**src/rtl/bin2bcd_conv.sv**
```systemverilog
// Sequential shift-add-3 binary-to-BCD converter for the 4-digit display.
// Define BIN2BCD_SAT_EN to clamp overflowing results to 9999.
module bin2bcd_conv #(
  parameter int W_BIN = 14
) (
  input  logic             clk,
  input  logic             rst_n,
  input  logic [W_BIN-1:0] i_bin,
  input  logic             i_valid,
  output logic             o_ready,
  output logic [15:0]      o_bcd,
  output logic             o_valid,
  output logic             o_ovf
);

  typedef enum logic [1:0] {
    S_IDLE,
    S_SHIFT,
    S_DONE
  } state_t;

  localparam logic OVF_ABLE = (W_BIN >= 14);

  state_t           r_state;
  state_t           w_state_nxt;
  logic [W_BIN-1:0] r_shift;
  logic [19:0]      r_dig;
  logic [4:0]       r_cnt;
  logic             r_ovf_q;
  logic [15:0]      r_bcd;
  logic             r_valid;
  logic             r_ovf;

  logic [19:0]      w_adj;
  logic [19:0]      w_dig_nxt;
  logic             w_accept;
  logic             w_last;
  logic             w_ovf_in;
  logic             w_ovf_fin;
  logic [15:0]      w_bcd_fin;

  always_comb begin
    w_adj = r_dig;
    for (int d = 0; d < 5; d++) begin
      if (r_dig[4*d +: 4] >= 4'd5)
        w_adj[4*d +: 4] = r_dig[4*d +: 4] + 4'd3;
    end
  end

  assign w_dig_nxt = {w_adj[18:0], r_shift[W_BIN-1]};
  assign w_accept  = (r_state == S_IDLE) && i_valid;
  assign w_last    = (r_state == S_SHIFT) && (r_cnt == 5'd1);
  assign w_ovf_in  = OVF_ABLE &&
    ({{(32-W_BIN){1'b0}}, i_bin} >= 32'd10000);

  // Any ten-thousands content also means the value left the 4-digit range.
  assign w_ovf_fin = r_ovf_q | w_adj[19] | (|w_dig_nxt[19:16]);

`ifdef BIN2BCD_SAT_EN
  assign w_bcd_fin = w_ovf_fin ? 16'h9999 : w_dig_nxt[15:0];
`else
  assign w_bcd_fin = w_dig_nxt[15:0];
`endif

  always_ff @(posedge clk or negedge rst_n) begin
    if (!rst_n) r_state <= S_IDLE;
    else        r_state <= w_state_nxt;
  end

  always_comb begin
    w_state_nxt = r_state;
    unique case (r_state)
      S_IDLE:  if (i_valid) w_state_nxt = S_SHIFT;
      S_SHIFT: if (w_last)  w_state_nxt = S_DONE;
      S_DONE:  w_state_nxt = S_IDLE;
      default: w_state_nxt = S_IDLE;
    endcase
  end

  always_comb begin
    o_ready = (r_state == S_IDLE);
  end

  always_ff @(posedge clk or negedge rst_n) begin
    if (!rst_n) begin
      r_shift <= '0;
      r_dig   <= '0;
      r_cnt   <= '0;
      r_ovf_q <= 1'b0;
    end else if (w_accept) begin
      r_shift <= i_bin;
      r_dig   <= '0;
      r_cnt   <= 5'(W_BIN);
      r_ovf_q <= w_ovf_in;
    end else if (r_state == S_SHIFT) begin
      r_shift <= r_shift << 1;
      r_dig   <= w_dig_nxt;
      r_cnt   <= r_cnt - 5'd1;
    end
  end

  always_ff @(posedge clk or negedge rst_n) begin
    if (!rst_n) begin
      r_bcd   <= 16'h0000;
      r_valid <= 1'b0;
      r_ovf   <= 1'b0;
    end else begin
      r_valid <= w_last;
      if (w_last) begin
        r_bcd <= w_bcd_fin;
        r_ovf <= w_ovf_fin;
      end
    end
  end

  assign o_bcd   = r_bcd;
  assign o_valid = r_valid;
  assign o_ovf   = r_ovf;

endmodule

```
**config.mk**
```make
export PLATFORM = sky130hd
export DESIGN_NAME = bin2bcd_conv
export DESIGN_NICKNAME = d
export VERILOG_FILES = /design/src/rtl/bin2bcd_conv.sv
export SDC_FILE = /design/constraint.sdc
export NUM_CORES = 1
export LEC_CHECK = 0
export CAP_MARGIN = 20
export CORE_MARGIN = 2
export CORE_UTILIZATION = 55
export DETAILED_ROUTE_END_ITERATION = 8
export HOLD_SLACK_MARGIN = 0.06
export PLACE_DENSITY = 0.79
export SYNTH_ARGS = -nofsm -noshare
export SYNTH_HDL_FRONTEND = slang
export SYNTH_SLANG_ARGS = --single-unit
```
**constraint.sdc**
```tcl
create_clock -name clk -period 1.94 [get_ports clk]
set_clock_uncertainty 0.1 [all_clocks]
set_input_delay 0.388 -clock clk [delete_from_list [all_inputs] [get_ports clk]]
set_output_delay 0.388 -clock clk [all_outputs]
set_load 0.01 [all_outputs]
```
==> metrics, run 1 <==
top_reg_cell synth=dfrtp_1; Reg power frac=0.393; pre-CTS setup slack=0.118 ns; maximum VDD drop=0.838 mV; dpl hpwl=3.74 mm; Mapped Area=2900 µm²; Slew Limit Fails=0; post-route setup slack=0.195 ns; Net Sw Power=2.21 mW; TritonRoute pass-1 iters=4; routed via count=2197; clock tree buffer depth=2; die area=5880 µm²; crit path cell chain=inv_1, ha_1, nand2b_1, a21oi_1, mux2_2, o21ai_0; sequential-to-total area share from yosys stat=0.517; Worst-Margin Slew=0.476 ns; Req. time, crit path=2.10 ns; total routing usage reported by global routing=0.210; CTS buffer count=9; largest stage delay on the critical path=0.41 ns; area of the multi-input gates=1280 µm²; area leader, netlist=dfrtp_1; Die W=76.7 µm; Layout area overhead=21.3%; clock root cell=clkbuf_8; core area=5110 µm²; status=finished, final reports clean; final total power=5.81 mW; Final Util=0.689; Initial Utilization=0.568; synth top area cells=dfrtp_1 (52%), nand2_1 (7.6%), o21ai_0 (6.7%); synth cell count leaders=dfrtp_1 (60), nand2_1 (59), o21ai_0 (39); data arrival time of the worst path=1.90 ns; Placed Instances=388; Buffers on Ports=35; Comb pwr share=0.448; Yosys Warn Count=0; worst-path fanout max=5; unrepaired setup endpoints after global routing=no; wire per inst=13.5 µm; Int Pwr=3.61 mW; period utilisation layout=0.899; Worst Hold Launch=o_bcd[0]; area share of the largest cell type after synthesis=0.517; FFs w/ async S/R, synth=1.00; critical path class=reg2reg; first-pass GRT wire length=9.78 mm; CP Buf/Inv Count=1; final routed DRC violation total=0; Overflow after GRT=0; CP top delay family=flip-flops; Seq. cell area=1500 µm²; total wire length=5.43 mm; FF-to-FF Start=r_dig[0]; fin crit period=1.74 ns; Seq cells post-synth=60; Die Ht=76.7 µm; Clock Power Share=0.159; initial antenna violation count=0; Final Hold Fails=0; Worst-Skew Late Latency=0.34 ns; Setup-failing EPs final=0; Worst setup SP type=flip-flop; Slowest cell on crit path=dfrtp_1; count leader, synth=dfrtp_1; pwr/cell area=1650 nW/µm²; count of cell types in the netlist=36; Via density=5.45; Gate Count Post-Synth=287; setup TNS=0 ns; Top-Level Pins=36; Post-Layout Cell Count=403; fill count=405; Worst-path clk slew=0.06 ns; endpoint class of the critical path=flip-flop; clock sinks=60; maximum clock frequency=0.573 GHz; Antenna Cells=0; # H-tree levels=3; Post-synth EDFFs=0; worst rel slew slack=0.683; post-route ant nets=0; CTS tree=yes; Net Sw Frac=0.380; Hold WC Path Type=reg2reg; violation count after the first detailed-route iteration=195; Static Leak=1.56 nW; Final Wtd Congestion=0.732; Setup crit start=r_dig[0]; vias in the first global route=2153; mean post-synth cell area=10.1 µm²; maxcap violations=0; layout cell share with drive strength beyond 1=0.144; Syn Nets=316; fin nets=359; largest net degree at the start of global routing=42; # rows=26
[metal layers]
layer / track usage / part of all wire
met4: 0.0982 / 0.020
met2: 0.348 / 0.49
met5: 0 / 0
met3: 0.0365 / 0.036
met1: 0.272 / 0.46
[kinds of logic (layout without fill, tap and decap cells)]
kind of cell / after synthesis / after routing / synth area share
simple gates: 96 / 96 / 0.163
flops: 60 / 60 / 0.517
mux: 10 / 10 / 0.0384
fa+ha+maj: 12 / 12 / 0.0517
compound gates: 76 / 76 / 0.163
xor+xnor: 7 / 7 / 0.0211
buf+inv: 26 / 72 / 0.0457
[tightest hold or removal path, cell delays in order (launching register included)]
cell	delay (ns)
dfrtp_1	0.34
nand2_1	0.05
nand2_1	0.06
[power by group through the flow]
stage,registers (mW),logic [mW],clock network [mW]
after CTS,2.28,2.63,0.941
after floorplan,2.28,1.71,0
after global routing,2.37,2.94,1.00
after detailed placement,2.29,2.62,0
final,2.28,2.61,0.926
after global placement,2.27,2.54,0
[sequential cells by signal (all words and copies together), names as in the netlist]
name     count
o_bcd       16
o_ovf        1
o_valid      1
r_cnt        5
r_dig       20
r_ovf_q      1
r_shift     14
r_state      2
[what timing repair did]
item | 4_1_cts | 5_1_grt
setup endpoints to repair | 1 | 1
resized for setup | 1 | 1
cloned | 0 | 0
buffers inserted | 0 | 0
hold endpoints to repair | 19 | 0
hold buffers | 1 | 0
[final timing paths]
check	endpoint	slack, ns	cells past startpoint
min	o_bcd[0]	0.37	2
min reg2reg	o_bcd[0]	0.37	2
min in group asynchronous	o_ovf	0.44	2
max in group asynchronous	r_dig[7]	0.73	3
max reg2reg	o_bcd[2]	0.20	6
max	o_bcd[2]	0.20	6
[cell usage in the layout (no fill, tap or decap), types with 6 or more instances in the layout]
master / count
inv_1: 13
buf_4: 6
a22oi_1: 12
ha_1: 12
mux2_2: 9
dfrtp_1: 60
clkdlybuf4s50_1: 33
o21ai_0: 39
nand2_1: 59
clkbuf_8: 10
xnor2_1: 6
a21oi_1: 11
nand2b_1: 7
[layout make-up]
type                    instances  share of cell area
flip-flops and latches         60               0.427
multi-input cells             201               0.363
repair buffers                 44               0.125
clock buffers                  11              0.0402
well taps                      70              0.0249
inverters                      14              0.0164
clock inverters                 3             0.00427
[metrics by stage]
step | hold WS (ns) | area [µm²]
after global routing | 0.396 | 3520
after floorplan | -0.00759 | 2900
after CTS | 0.379 | 3520
after global placement | 0.270 | 3350
final | 0.375 | 3520
after detailed placement | 0.270 | 3350
No activity file was read; power rests on OpenSTA's default activity.
==> run 2, diff against run 1 <==
--- a/config.mk
+++ b/config.mk
@@ -5,11 +5,13 @@
 export SDC_FILE = /design/constraint.sdc
 export NUM_CORES = 1
 export LEC_CHECK = 0
+export ABC_AREA = 1
 export CAP_MARGIN = 20
 export CORE_MARGIN = 2
 export CORE_UTILIZATION = 55
 export DETAILED_ROUTE_END_ITERATION = 8
 export HOLD_SLACK_MARGIN = 0.06
+export MAX_ROUTING_LAYER = met4
 export PLACE_DENSITY = 0.79
 export SYNTH_ARGS = -nofsm -noshare
 export SYNTH_HDL_FRONTEND = slang
==> run 2 against run 1 <==
  * Sequential power is 4% lower
  * Core utilization shrank 0.55 points
  * Count of clock-buffer cells in the layout grew 3
  * Worst hold slack improved by 0.0012 ns
  * Critical endpoint is now o_ovf
  * Largest power group unchanged
==> metrics, run 2 <==
endpoint class of the critical path=output pin (was flip-flop); wire per inst=12.3 µm (was 13.5 µm); critical path class=reg2out (was reg2reg); fin crit period=1.71 ns (was 1.74 ns); vias in the first global route=2395 (was 2153); Mapped Area=2980 µm² (was 2900 µm²); Initial Utilization=0.577 (was 0.568); commonest non-fill, non-tap cell in the layout=nand2_1 (was dfrtp_1); Static Leak=1.77 nW (was 1.56 nW); CP Buf/Inv Count=1 (unchanged); clock tree buffer depth=2 (unchanged); Overflow after GRT=0 (unchanged); Layout area overhead=18.5% (was 21.3%); Final Hold Fails=0 (unchanged); initial antenna violation count=0 (unchanged); Req. time, crit path=1.45 ns (was 2.10 ns); clock sinks=60 (unchanged); data arrival time of the worst path=1.23 ns (was 1.90 ns); die area=6030 µm² (was 5880 µm²); count of cell types in the netlist=34 (was 36); maxcap violations=0 (unchanged); synth cell count leaders=nand2_1 (102), dfrtp_1 (60), inv_1 (47) (was dfrtp_1 (60), nand2_1 (59), o21ai_0 (39)); Slew Limit Fails=0 (unchanged); Top-Level Pins=36 (unchanged); final total power=5.89 mW (was 5.81 mW); area share of the largest cell type after synthesis=0.503 (was 0.517); WHS=0.376 ns (was 0.375 ns); Worst setup SP type=flip-flop (unchanged); core area=5170 µm² (was 5110 µm²); violation count after the first detailed-route iteration=179 (was 195); period utilisation layout=0.883 (was 0.899); CTS buffer count=9 (unchanged); crit path cell chain=clkdlybuf4s50_1 (was inv_1, ha_1, nand2b_1, a21oi_1, mux2_2, o21ai_0); Worst-Margin Slew=0.323 ns (was 0.476 ns); Die Ht=77.7 µm (was 76.7 µm); hold path depth=2 (unchanged); Worst-path clk slew=0.06 ns (about the same); # rows=26 (unchanged); status=finished, final reports clean (unchanged); Hold WC Path Type=reg2reg (unchanged); Seq cells post-synth=60 (unchanged); count leader, synth=nand2_1 (was dfrtp_1); mean post-synth cell area=8.78 µm² (was 10.1 µm²); pwr/cell area=1670 nW/µm² (was 1650 nW/µm²); Die W=77.7 µm (was 76.7 µm); worst rel slew slack=0.783 (was 0.683); Yosys Warn Count=0 (unchanged); CP top delay family=buffers and inverters (was flip-flops); worst r2r path cells=7 (was 6); TritonRoute pass-1 iters=4 (unchanged); area leader, netlist=dfrtp_1 (unchanged); Setup-failing EPs final=0 (unchanged); CTS tree=yes (unchanged); Slowest cell on crit path=clkdlybuf4s50_1 (was dfrtp_1); total routing usage reported by global routing=0.216 (was 0.210); most flop-heavy register=r_dig (unchanged); FFs w/ async S/R, synth=1.00 (unchanged); Gate Count Post-Synth=340 (was 287); most frequent cells in the layout=nand2_1 (102), dfrtp_1 (60), inv_1 (47), clkdlybuf4s50_1 (33), o21ai_0 (25) (was dfrtp_1 (60), nand2_1 (59), o21ai_0 (39), clkdlybuf4s50_1 (33), inv_1 (13)); unrepaired setup endpoints after global routing=no (unchanged); synth top area cells=dfrtp_1 (50%), nand2_1 (13%), inv_1 (5.9%) (was dfrtp_1 (52%), nand2_1 (7.6%), o21ai_0 (6.7%)); sequential-to-total area share from yosys stat=0.503 (was 0.517); Buffers on Ports=35 (unchanged); fin nets=411 (was 359); largest net degree at the start of global routing=61 (was 42); first-pass GRT wire length=10.1 mm (was 9.78 mm); max reg flops=20 (unchanged); final routed DRC violation total=0 (unchanged); setup bufs post-CTS=0 (unchanged); Via density=5.26 (was 5.45); total wire length=5.61 mm (was 5.43 mm); setup TNS=0 ns (unchanged); Post-synth EDFFs=0 (unchanged); routed via count=2404 (was 2197); Worst-Skew Late Latency=0.32 ns (was 0.34 ns); design area=3540 µm² (was 3520 µm²); worst-path fanout max=2 (was 5); top_reg_cell synth=dfrtp_1 (unchanged); Crit path depth=1 (was 6); Syn Nets=369 (was 316); post-route ant nets=0 (unchanged); clock root cell=clkbuf_8 (unchanged); # H-tree levels=3 (unchanged); DP Area=3360 µm² (was 3350 µm²); maximum clock frequency=0.584 GHz (was 0.573 GHz); fill count=427 (was 405); dpl hpwl=4.03 mm (was 3.74 mm); layout cell share with drive strength beyond 1=0.0775 (was 0.144); largest stage delay on the critical path=0.54 ns (was 0.41 ns); Final Wtd Congestion=0.842 (was 0.732); maximum VDD drop=0.751 mV (was 0.838 mV); Antenna Cells=0 (unchanged)
run 2: cell families after synthesis:
group           synth area share
buf+inv                    0.102
flops                      0.503
simple gates               0.193
fa+ha+maj                 0.0503
xor+xnor                  0.0117
compound gates             0.140
run 2: timing repair:
| action | CTS | global route |
|---|---|---|
| hold endpoints to repair | 60 | 0 |
| resized for setup | 1 | 0 |
| setup endpoints to repair | 1 | 0 |
| hold buffers | 1 | 0 |
run 2: worst paths after layout:
kind,startpoint,end,slack [ns]
setup / recovery,o_ovf,o_ovf,0.23
hold / removal,o_bcd[12],o_bcd[12],0.38
setup reg to reg,r_dig[0],o_bcd[2],0.28
hold reg to reg,o_bcd[12],o_bcd[12],0.38
max in group asynchronous,rst_n,r_dig[10],1.00
min in group asynchronous,rst_n,o_bcd[7],0.50
run 2: layout make-up:
cell class / instances / area, µm² / share of cell area
clock buffer: 14 / 153 / 0.0432
clock inverter: 2 / 10.0 / 0.00283
inverter: 51 / 201 / 0.0570
multi-input combinational: 219 / 1180 / 0.333
sequential: 60 / 1500 / 0.425
tap: 70 / 87.6 / 0.0248
timing repair buffer: 41 / 404 / 0.114
run 2: power by group:
| group | switching, mW | leakage, nW | internal, mW |
|---|---|---|---|
| sequential | 0.365 | 0.737 | 1.83 |
| combinational | 1.62 | 0.946 | 1.15 |
| clock | 0.435 | 0.0844 | 0.496 |
run 2: through the flow:
step	std cells	utilization	setup WS, ns
CTS	457	0.684	0.209
detailed placement	440	0.650	0.217
floorplan	340	-	0.498
global placement	440	0.650	0.244
global route	457	0.684	0.124
finish	457	0.684	0.226
run 2: worst min-delay path, stage by stage, from the launching register on:
cell	delay (ns)
dfrtp_1	0.34
nand2_1	0.06
nand2_1	0.05
run 2: layer usage:
layer	part of all wire	track usage
met1	0.45	0.260
met4	0.015	0.0768
met2	0.49	0.349
met3	0.042	0.0616
met5	0	-
